$ cat config.mk
export PLATFORM = sky130hd
export DESIGN_NAME = rf_wb
export DESIGN_NICKNAME = d
export VERILOG_FILES = /design/src/rtl/rf_wb_pkg.sv /design/src/rtl/rf_wb_ld_align.sv /design/src/rtl/rf_wb.sv
export SDC_FILE = /design/constraint.sdc
export NUM_CORES = 1
export LEC_CHECK = 0
export CORE_ASPECT_RATIO = 2
export CORE_MARGIN = 4
export CORE_UTILIZATION = 47
export DETAILED_ROUTE_END_ITERATION = 8
export PLACE_DENSITY = 0.81
export REMOVE_ABC_BUFFERS = 1
export SYNTH_ARGS = -nofsm -noshare
export SYNTH_HDL_FRONTEND = slang
export SYNTH_SLANG_ARGS = --single-unit
$ cat constraint.sdc
create_clock -name clk -period 3.7 [get_ports clk]
set_input_delay 0.74 -clock clk [delete_from_list [all_inputs] [get_ports clk]]
set_output_delay 0.74 -clock clk [all_outputs]
set_load 0.01 [all_outputs]
$ cat src/rtl/rf_wb_pkg.sv
// Shared types and constants for the register-file writeback stage.
// The load entry carries raw memory data; alignment happens when the entry leaves the buffer.
package rf_wb_pkg;

  localparam int WB_XLEN = 32;
  localparam int REG_CNT = 32;

  typedef enum logic [2:0] {
    LB  = 3'd0,
    LH  = 3'd1,
    LW  = 3'd2,
    LBU = 3'd4,
    LHU = 3'd5
  } ld_funct3_e;

  typedef struct packed {
    logic [4:0]         rd;
    logic [WB_XLEN-1:0] data;
    logic [2:0]         funct3;
    logic [1:0]         addr_lo;
  } ld_entry_t;

endpackage

$ cat src/rtl/rf_wb_ld_align.sv
// Combinational load formatter: picks the byte/half selected by addr_lo and extends it.
// Half accesses use addr_lo[1] only; any funct3 outside LB/LH/LBU/LHU passes the word through.
module ld_align
  import rf_wb_pkg::*;
#(
  parameter int XLEN = WB_XLEN
) (
  input  logic [XLEN-1:0] data_i,
  input  logic [2:0]      funct3_i,
  input  logic [1:0]      addr_lo_i,
  output logic [XLEN-1:0] data_o
);

  logic [7:0]  byte_s;
  logic [15:0] half_s;

  assign byte_s = 8'(data_i >> {addr_lo_i, 3'b000});
  assign half_s = 16'(data_i >> {addr_lo_i[1], 4'b0000});

  always_comb begin
    data_o = data_i;
    case (funct3_i)
      LB:      data_o = {{(XLEN-8){byte_s[7]}}, byte_s};
      LH:      data_o = {{(XLEN-16){half_s[15]}}, half_s};
      LBU:     data_o = {{(XLEN-8){1'b0}}, byte_s};
      LHU:     data_o = {{(XLEN-16){1'b0}}, half_s};
      default: data_o = data_i;
    endcase
  end

endmodule

$ cat src/rtl/rf_wb.sv
// Writeback stage owning the register-file write port: ALU results win, buffered loads drain in bubbles.
// Optional macro WB_BYPASS_EN forwards the registered RF write onto the decode source operands.
module rf_wb
  import rf_wb_pkg::*;
#(
  parameter int XLEN  = WB_XLEN,
  parameter int DEPTH = 2
) (
  input  logic            clk,
  input  logic            rst_n,
  input  logic            alu_valid,
  input  logic [4:0]      alu_rd,
  input  logic [XLEN-1:0] alu_data,
  input  logic            ld_issue_valid,
  input  logic [4:0]      ld_issue_rd,
  input  logic            ld_rsp_valid,
  output logic            ld_rsp_ready,
  input  logic [4:0]      ld_rsp_rd,
  input  logic [XLEN-1:0] ld_rsp_data,
  input  logic [2:0]      ld_rsp_funct3,
  input  logic [1:0]      ld_rsp_addr_lo,
  input  logic [4:0]      rs1,
  input  logic [4:0]      rs2,
  input  logic [4:0]      chk_rd,
  output logic            busy_rs1,
  output logic            busy_rs2,
  output logic            busy_rd,
  output logic [4:0]      rf_rd,
  output logic            rf_write_e,
  output logic [XLEN-1:0] rf_write_d,
  input  logic [XLEN-1:0] rf_data1,
  input  logic [XLEN-1:0] rf_data2,
  output logic [XLEN-1:0] rs1_data,
  output logic [XLEN-1:0] rs2_data
);

  localparam int PTR_W = (DEPTH > 1) ? $clog2(DEPTH) : 1;
  localparam int CNT_W = PTR_W + 1;

  ld_entry_t          fifo_q [DEPTH];
  logic [PTR_W-1:0]   wr_ptr_q, wr_ptr_d;
  logic [PTR_W-1:0]   rd_ptr_q, rd_ptr_d;
  logic [CNT_W-1:0]   count_q, count_d;
  logic [REG_CNT-1:0] sb_q, sb_d;
  logic               rf_write_e_q, rf_write_e_d;
  logic               rf_ld_q, rf_ld_d;
  logic [4:0]         rf_rd_q, rf_rd_d;
  logic [XLEN-1:0]    rf_wdata_q, rf_wdata_d;

  ld_entry_t          head_s;
  logic [XLEN-1:0]    head_data_s;
  logic               not_empty_s;
  logic               push_s;
  logic               pop_s;

  assign ld_rsp_ready = (count_q < CNT_W'(DEPTH));
  assign not_empty_s  = (count_q != {CNT_W{1'b0}});
  assign push_s       = ld_rsp_valid && ld_rsp_ready;
  assign pop_s        = !alu_valid && not_empty_s;
  assign head_s       = fifo_q[rd_ptr_q];

  ld_align #(.XLEN(XLEN)) u_ld_align (
    .data_i    (head_s.data),
    .funct3_i  (head_s.funct3),
    .addr_lo_i (head_s.addr_lo),
    .data_o    (head_data_s)
  );

  // Buffer bookkeeping; pointers wrap naturally because DEPTH is a power of two.
  always_comb begin
    wr_ptr_d = push_s ? (wr_ptr_q + PTR_W'(1)) : wr_ptr_q;
    rd_ptr_d = pop_s  ? (rd_ptr_q + PTR_W'(1)) : rd_ptr_q;
    count_d  = count_q + CNT_W'(push_s) - CNT_W'(pop_s);
  end

  // Write select: ALU first, then the buffer head; x0 targets are consumed silently.
  always_comb begin
    rf_write_e_d = 1'b0;
    rf_ld_d      = 1'b0;
    rf_rd_d      = rf_rd_q;
    rf_wdata_d   = rf_wdata_q;
    if (alu_valid) begin
      rf_write_e_d = (alu_rd != 5'd0);
      rf_rd_d      = alu_rd;
      rf_wdata_d   = alu_data;
    end else if (not_empty_s) begin
      rf_write_e_d = (head_s.rd != 5'd0);
      rf_ld_d      = 1'b1;
      rf_rd_d      = head_s.rd;
      rf_wdata_d   = head_data_s;
    end else begin
      rf_write_e_d = 1'b0;
    end
  end

  // Pending-load scoreboard: clear on committed load write, then set on issue so set wins.
  always_comb begin
    sb_d = sb_q;
    if (rf_write_e_q && rf_ld_q) begin
      sb_d[rf_rd_q] = 1'b0;
    end else begin
      sb_d = sb_q;
    end
    if (ld_issue_valid && (ld_issue_rd != 5'd0)) begin
      sb_d[ld_issue_rd] = 1'b1;
    end else begin
      sb_d[0] = 1'b0;
    end
  end

  // Control state and registered RF write port.
  always_ff @(posedge clk) begin
    if (!rst_n) begin
      wr_ptr_q     <= {PTR_W{1'b0}};
      rd_ptr_q     <= {PTR_W{1'b0}};
      count_q      <= {CNT_W{1'b0}};
      sb_q         <= {REG_CNT{1'b0}};
      rf_write_e_q <= 1'b0;
      rf_ld_q      <= 1'b0;
      rf_rd_q      <= 5'd0;
      rf_wdata_q   <= {XLEN{1'b0}};
    end else begin
      wr_ptr_q     <= wr_ptr_d;
      rd_ptr_q     <= rd_ptr_d;
      count_q      <= count_d;
      sb_q         <= sb_d;
      rf_write_e_q <= rf_write_e_d;
      rf_ld_q      <= rf_ld_d;
      rf_rd_q      <= rf_rd_d;
      rf_wdata_q   <= rf_wdata_d;
    end
  end

  // Buffer storage; contents are meaningless while count_q says empty.
  always_ff @(posedge clk) begin
    if (push_s) begin
      fifo_q[wr_ptr_q] <= '{rd: ld_rsp_rd, data: ld_rsp_data,
                            funct3: ld_rsp_funct3, addr_lo: ld_rsp_addr_lo};
    end else begin
      fifo_q[wr_ptr_q] <= fifo_q[wr_ptr_q];
    end
  end

  assign rf_write_e = rf_write_e_q;
  assign rf_rd      = rf_rd_q;
  assign rf_write_d = rf_wdata_q;
  assign busy_rs1   = (rs1 != 5'd0) && sb_q[rs1];
  assign busy_rs2   = (rs2 != 5'd0) && sb_q[rs2];
  assign busy_rd    = (chk_rd != 5'd0) && sb_q[chk_rd];

`ifdef WB_BYPASS_EN
  // Covers the cycle where the RF is written and read at the same address.
  assign rs1_data = (rf_write_e_q && (rf_rd_q == rs1) && (rs1 != 5'd0)) ? rf_wdata_q : rf_data1;
  assign rs2_data = (rf_write_e_q && (rf_rd_q == rs2) && (rs2 != 5'd0)) ? rf_wdata_q : rf_data2;
`else
  assign rs1_data = rf_data1;
  assign rs2_data = rf_data2;
`endif

endmodule

==> results of run 1 <==
-- path summary, 6_finish.rpt --
check,start,to,slack (ps),depth (start not counted)
min reg2reg,sb_q[1],sb_q[1],530,2
min,sb_q[1],sb_q[1],530,2
max reg2reg,register,rf_write_d[2],1110,5
max,rs1[1],busy_rs1,50,6
-- per-layer routing --
metal  vias to the layer above  GRT usage
met5                         -     0.0276
met4                         2      0.139
met3                        89      0.169
met2                       452      0.538
met1                      3303      0.240
li1                       3031          -
-- through the flow --
step | instance area, sq um | worst slack (ps)
2_1_floorplan | 7870 | 186
3_3_place_gp | 9760 | 99.8
3_5_place_dp | 9760 | 66.6
4_1_cts | 10300 | 55.4
5_1_grt | 10300 | 1.90
6_report | 10300 | 45.1
-- final cells by class --
type | instances | share of cell area
multi-input cells | 484 | 0.370
clock buffers | 21 | 0.0466
clock inverters | 11 | 0.00992
repair buffers | 162 | 0.156
flip-flops and latches | 159 | 0.389
well taps | 213 | 0.0258
inverters | 8 | 0.00290
-- sequential cells by signal, summed over array words and instances, names as in the netlist, named ones only --
register / cells
fifo_q: 84
rf_write_d: 32
sb_q: 31
rf_rd: 5
count_q: 2
rd_ptr_q: 1
rf_ld_q: 1
rf_write_e: 1
wr_ptr_q: 1
-- worst max-delay path, stage by stage --
cell and delay [ps]:
clkdlybuf4s50_1 670, mux2i_1 120, mux4_2 480, mux2i_1 160, o211a_1 200, clkdlybuf4s50_1 540
-- where the power goes --
part | leakage [nW] | internal (mW) | total [mW] | switching, mW
sequential | 1.40 | 2.17 | 2.44 | 0.267
clock | 0.293 | 1.00 | 1.70 | 0.700
combinational | 1.81 | 0.900 | 2.07 | 1.17
total | 3.50 | 4.08 | 6.22 | 2.14
-- cell usage in the layout, fill, tap and decap left out, types with 6 or more instances in the layout --
cell             instances
nand3b_1                 9
inv_1                    6
clkbuf_16               18
or3_1                    8
a31oi_1                 10
nor2_1                  18
o2bb2ai_1               15
mux2i_1                 64
o221a_2                 15
a21oi_1                 48
nor3_1                  12
clkdlybuf4s50_1        144
edfxtp_1                84
mux4_2                  21
o21ai_0                 61
dfxtp_1                 74
a21oi_2                  9
buf_4                   14
mux2_2                   9
o211ai_1                20
and2_1                   7
nand3_1                  7
nand2b_1                 7
nand2_1                 44
a221oi_1                 6
a211oi_1                19
-- logic make-up after synthesis --
group | count (synthesis) | synth area share
AO/OA/AOI/OAI | 235 | 0.191
XOR/XNOR | 4 | 0.00405
adder cells (fa/ha/maj) | 2 | 0.00290
buffers and inverters | 127 | 0.0931
flip-flops | 159 | 0.466
multiplexers | 102 | 0.158
AND/OR/NAND/NOR | 141 | 0.0856
==> impl_metrics.env, run 1 <==
export IMPL_drive_above_1_share=0.156
export IMPL_p_per_area_nw_per_um2=601
export IMPL_p_total_mw=6.22
export IMPL_antenna_found_initial=0
export IMPL_wl_met2_mm=16.3
export IMPL_netlist_area_sq_um=8640
export IMPL_synthFlopType="edfxtp_1"
export IMPL_synth_area_top_cells="edfxtp_1 (29%), dfxtp_1 (17%), mux2i_1 (7.4%)"
export IMPL_setup_viol=0
export IMPL_h_tree_depth=4
export IMPL_ant_nets=0
export IMPL_crit_path_end_kind="output port"
export IMPL_synth_edff_count=84
export IMPL_nets=1002
export IMPL_synth_commonest_cells="edfxtp_1 (84), dfxtp_1 (75), buf_4 (66)"
export IMPL_clk_latency_ps=430
export IMPL_cp_max_fo=7
export IMPL_final_instance_count_excl_fill=1058
export IMPL_yosysUniqueCellTypes=68
export IMPL_worstSetupPathType="in -> out"
export IMPL_cp_start_kind="primary input"
export IMPL_synth_area_leader_cell="edfxtp_1"
export IMPL_die_w_um=104
export IMPL_drt_pass1_iter_count=5
export IMPL_drv_cap=0
export IMPL_dpl_hpwl_mm=24.0
export IMPL_async_flop_share=0
export IMPL_post_drt_via_cell_ratio=6.50
export IMPL_gp_congestion=0.997
export IMPL_crit_required_ps=2960
export IMPL_final_core_util=0.576
export IMPL_synth_top_cell_area_share=0.292
export IMPL_first_iter_violations=499
export IMPL_holdCritPathClass="reg -> reg"
export IMPL_cts_hold_buf=0
export IMPL_cts_sinks=159
export IMPL_grt_total_usage=0.289
export IMPL_die_area_sq_um=20800
export IMPL_antenna_cells=0
export IMPL_fillers=1483
export IMPL_placed_cells=1026
export IMPL_core_area_sq_um=18000
export IMPL_grt_first_pass_wirelength_mm=44.5
export IMPL_slew_headroom=0.386
export IMPL_yosysWarnings=0
export IMPL_synthCells=770
export IMPL_cts_root_buf="clkbuf_16"
export IMPL_cts_tree="done"
export IMPL_floorplan_rows=69
export IMPL_fin_crit_ps=3650
export IMPL_ff_latch_area_sq_um=4030
export IMPL_whs_ps=531
export IMPL_status="finished, final reports clean"
export IMPL_yosysMostFrequentCell="edfxtp_1"
export IMPL_wirelength_mm=30.4
export IMPL_hold_viol_final=0
export IMPL_multi_input_area_sq_um=3830
export IMPL_syn_area_per_cell_sq_um=11.2
export IMPL_wl_per_cell_um=28.8
export IMPL_ys_seq_elements=159
export IMPL_clock_path_buffers=2
export IMPL_clk_pin_slew_ps=60
export IMPL_worst_pin_slew_ps=915
export IMPL_cts_resized_gates=0
export IMPL_finalSetupTns_ps=0
export IMPL_p_leak_nw=3.50
export IMPL_syn2layout_area_growth_pct=19.7
export IMPL_drc=0
export IMPL_grt_max_degree=43
export IMPL_io_buffers=145
export IMPL_max_freq_mhz=274
export IMPL_rsz0062_at_grt="no"
export IMPL_min_period_over_period=0.988
export IMPL_drv_slew=0
export IMPL_top_layer="met5"
export IMPL_die_h_um=200
export IMPL_initial_core_util=0.481
export IMPL_ir_drop_mv=0.504
export IMPL_num_io_pins=274
export IMPL_ys_seq_area_frac=0.466
export IMPL_finClkSkew_ps=8.15
export IMPL_grt_pass1_vias=7001
export IMPL_grt_overflow=0
export IMPL_num_vias=6877
export IMPL_postCtsSetupBuffers=0
export IMPL_wl_met1_mm=8.52
export IMPL_cts_buffers=17
export IMPL_critPathArrivalTime_ps=2910
export IMPL_met3_length_mm=4.16
(Power assumes the default switching activity.)
==> inputs of run 2 (changes only) <==
- TNS_END_PERCENT: unset -> 100
==> results of run 2 <==
No change in the layout: final DEF, timing and power equal those of run 1.
==> inputs of run 3 (changes only) <==
- SLEW_MARGIN: unset -> 20
==> results of run 3 <==
No change in the layout: final DEF, timing and power equal those of run 1.
==> variant, RTL diff (settings of run 2) <==
Set the parameter `DEPTH` to 4 (it was 2).
--- a/src/rtl/rf_wb.sv
+++ b/src/rtl/rf_wb.sv
@@ -5,5 +5,5 @@
 #(
   parameter int XLEN  = WB_XLEN,
-  parameter int DEPTH = 2
+  parameter int DEPTH = 4
 ) (
   input  logic            clk,
Function: changed (a bounded check fails within 4 cycles, from zero or initial values and one cycle with rst_n low).
==> variant against run 2 <==
Power is 32% higher; die area is 30% higher; combinational power is 19% higher; first-iteration DRC count is 23% higher; register-to-register slack worse by 0.17 ns; routed wire length is 15% higher; worst setup slack better by 0.15 ns; sequential cell count is 88 higher; critical path depth stayed put; area after synthesis is 32% higher; sequential power is 44% higher; via count is 11% higher; cell area is 30% higher; critical endpoint is now busy_rd; largest cell class unchanged; highest routed layer unchanged.
==> variant: results (changes against run 2) <==
stage,metric,value,unit,change
power,Sequential Power Share,0.427,,+0.035
yosys,sequential area share after synthesis,0.581,,+0.115
yosys,Post-synth top cells,"edfxtp_1 (168), nand2_1 (93), dfxtp_1 (79)",,
setup_path,flop2flop setup slack,0.94,ns,-0.17 ns
setup_path,Top Family by Delay on Critical Path,multiplexers,,
finish,Util after Layout,0.563,,-0.0126
finish,"non-filler cells, final",1230,,+16%
routing,drt wl/cell,28.5,um,-0.79%
power,Pwr per Cell Area,609,nW/um^2,+1.4%
setup_path,Max stage delay on crit path,0.50,ns,-0.17 ns
cts,clk_lat worst skew,0.53,ns,+0.10 ns
cts,Clock Tree Buf Depth,3,,+1
setup_path,"Data arrival, critical path",2.77,ns,-0.14 ns
global_route,M2 GR Usage,0.454,,-0.0837
placed_design,Routability Congestion,1.02,,+2.4%
routing,metal3 WL,4.42,mm,+6.1%
power,sw power,2.55,mW,+19%
setup_path,Critical Path End,busy_rd,,
run_status,outcome,completed,,
global_route,first-pass GRT wire length,51.6,mm,+16%
yosys,Yosys cell types,50,,-26%
routing,M1 WL,10.6,mm,+24%
placed_design,Placed Area,12800,um^2,+31%
power,Peak VDD IR,0.000304,V,-40%
global_route,vias in the first global route,8004,,+14%
sta,post-route clock skew,0.0323,ns,+0.0242 ns
power,clock-net power,2.24,mW,+32%
global_route,met1 track demand over resource,0.247,,+0.00701
sta,Slew @ Worst Pin,0.740,ns,-0.175 ns
yosys,synth top area cells,"edfxtp_1 (44%), dfxtp_1 (14%), mux4_2 (13%), buf_4 (4.3%), o21ai_0 (3.1%)",,
sta,Fmax,285,MHz,+4.3%
placed_design,Final HPWL DP,27.0,mm,+12%
finish,max reg flops,168,,+100%
yosys,synthesized area per cell,13.4,um^2,+19%
placed_design,pre-CTS WS,-0.205,ns,-0.272 ns
routing,DR iter-0 viols,613,,+23%
routing,vias per inst,6.22,,-4.3%
setup_path,RR Endpoint,rf_write_d[12],,
finish,fillers,1889,,+27%
finish,layout cells sized above 1,0.160,,+0.00391
cts,H-tree depth,1,,-3
yosys,"EDFF count, synth",168,,+100%
routing,Routed met2 length,18.3,mm,+13%
setup_path,crit path max fanout,8,,+1
power,Pleak,4.45,nW,+27%
global_route,largest net degree at the start of global routing,37,,-14%
finish,Final nets,1103,,+10%
placed_design,Cell Count Post-Placement,1191,,+16%
-- variant: logic make-up (layout without fill, tap and decap cells) --
| kind of cell | count (synthesis) | in the layout | share of synthesized area |
|---|---|---|---|
| XOR/XNOR | 5 | 5 | 0.00384 |
| multiplexers | 93 | 93 | 0.158 |
| flip-flops | 247 | 247 | 0.581 |
| buffers and inverters | 126 | 217 | 0.0678 |
| AO/OA/AOI/OAI | 183 | 183 | 0.102 |
| adder cells (fa/ha/maj) | 7 | 7 | 0.00834 |
| AND/OR/NAND/NOR | 191 | 191 | 0.0789 |
-- variant: layout make-up --
cell class	count	share of cell area
Sequential cell	247	0.492
Multi-Input combinational cell	479	0.299
Clock inverter	12	0.00910
Clock buffer	26	0.0427
Inverter	10	0.00278
Timing Repair Buffer	169	0.128
Tap cell	287	0.0266
-- variant: timing repair --
| item | CTS | global route |
|---|---|---|
| setup endpoints to repair | 3 | 2 |
| gates cloned | 0 | 1 |
| resized for setup | 4 | 2 |
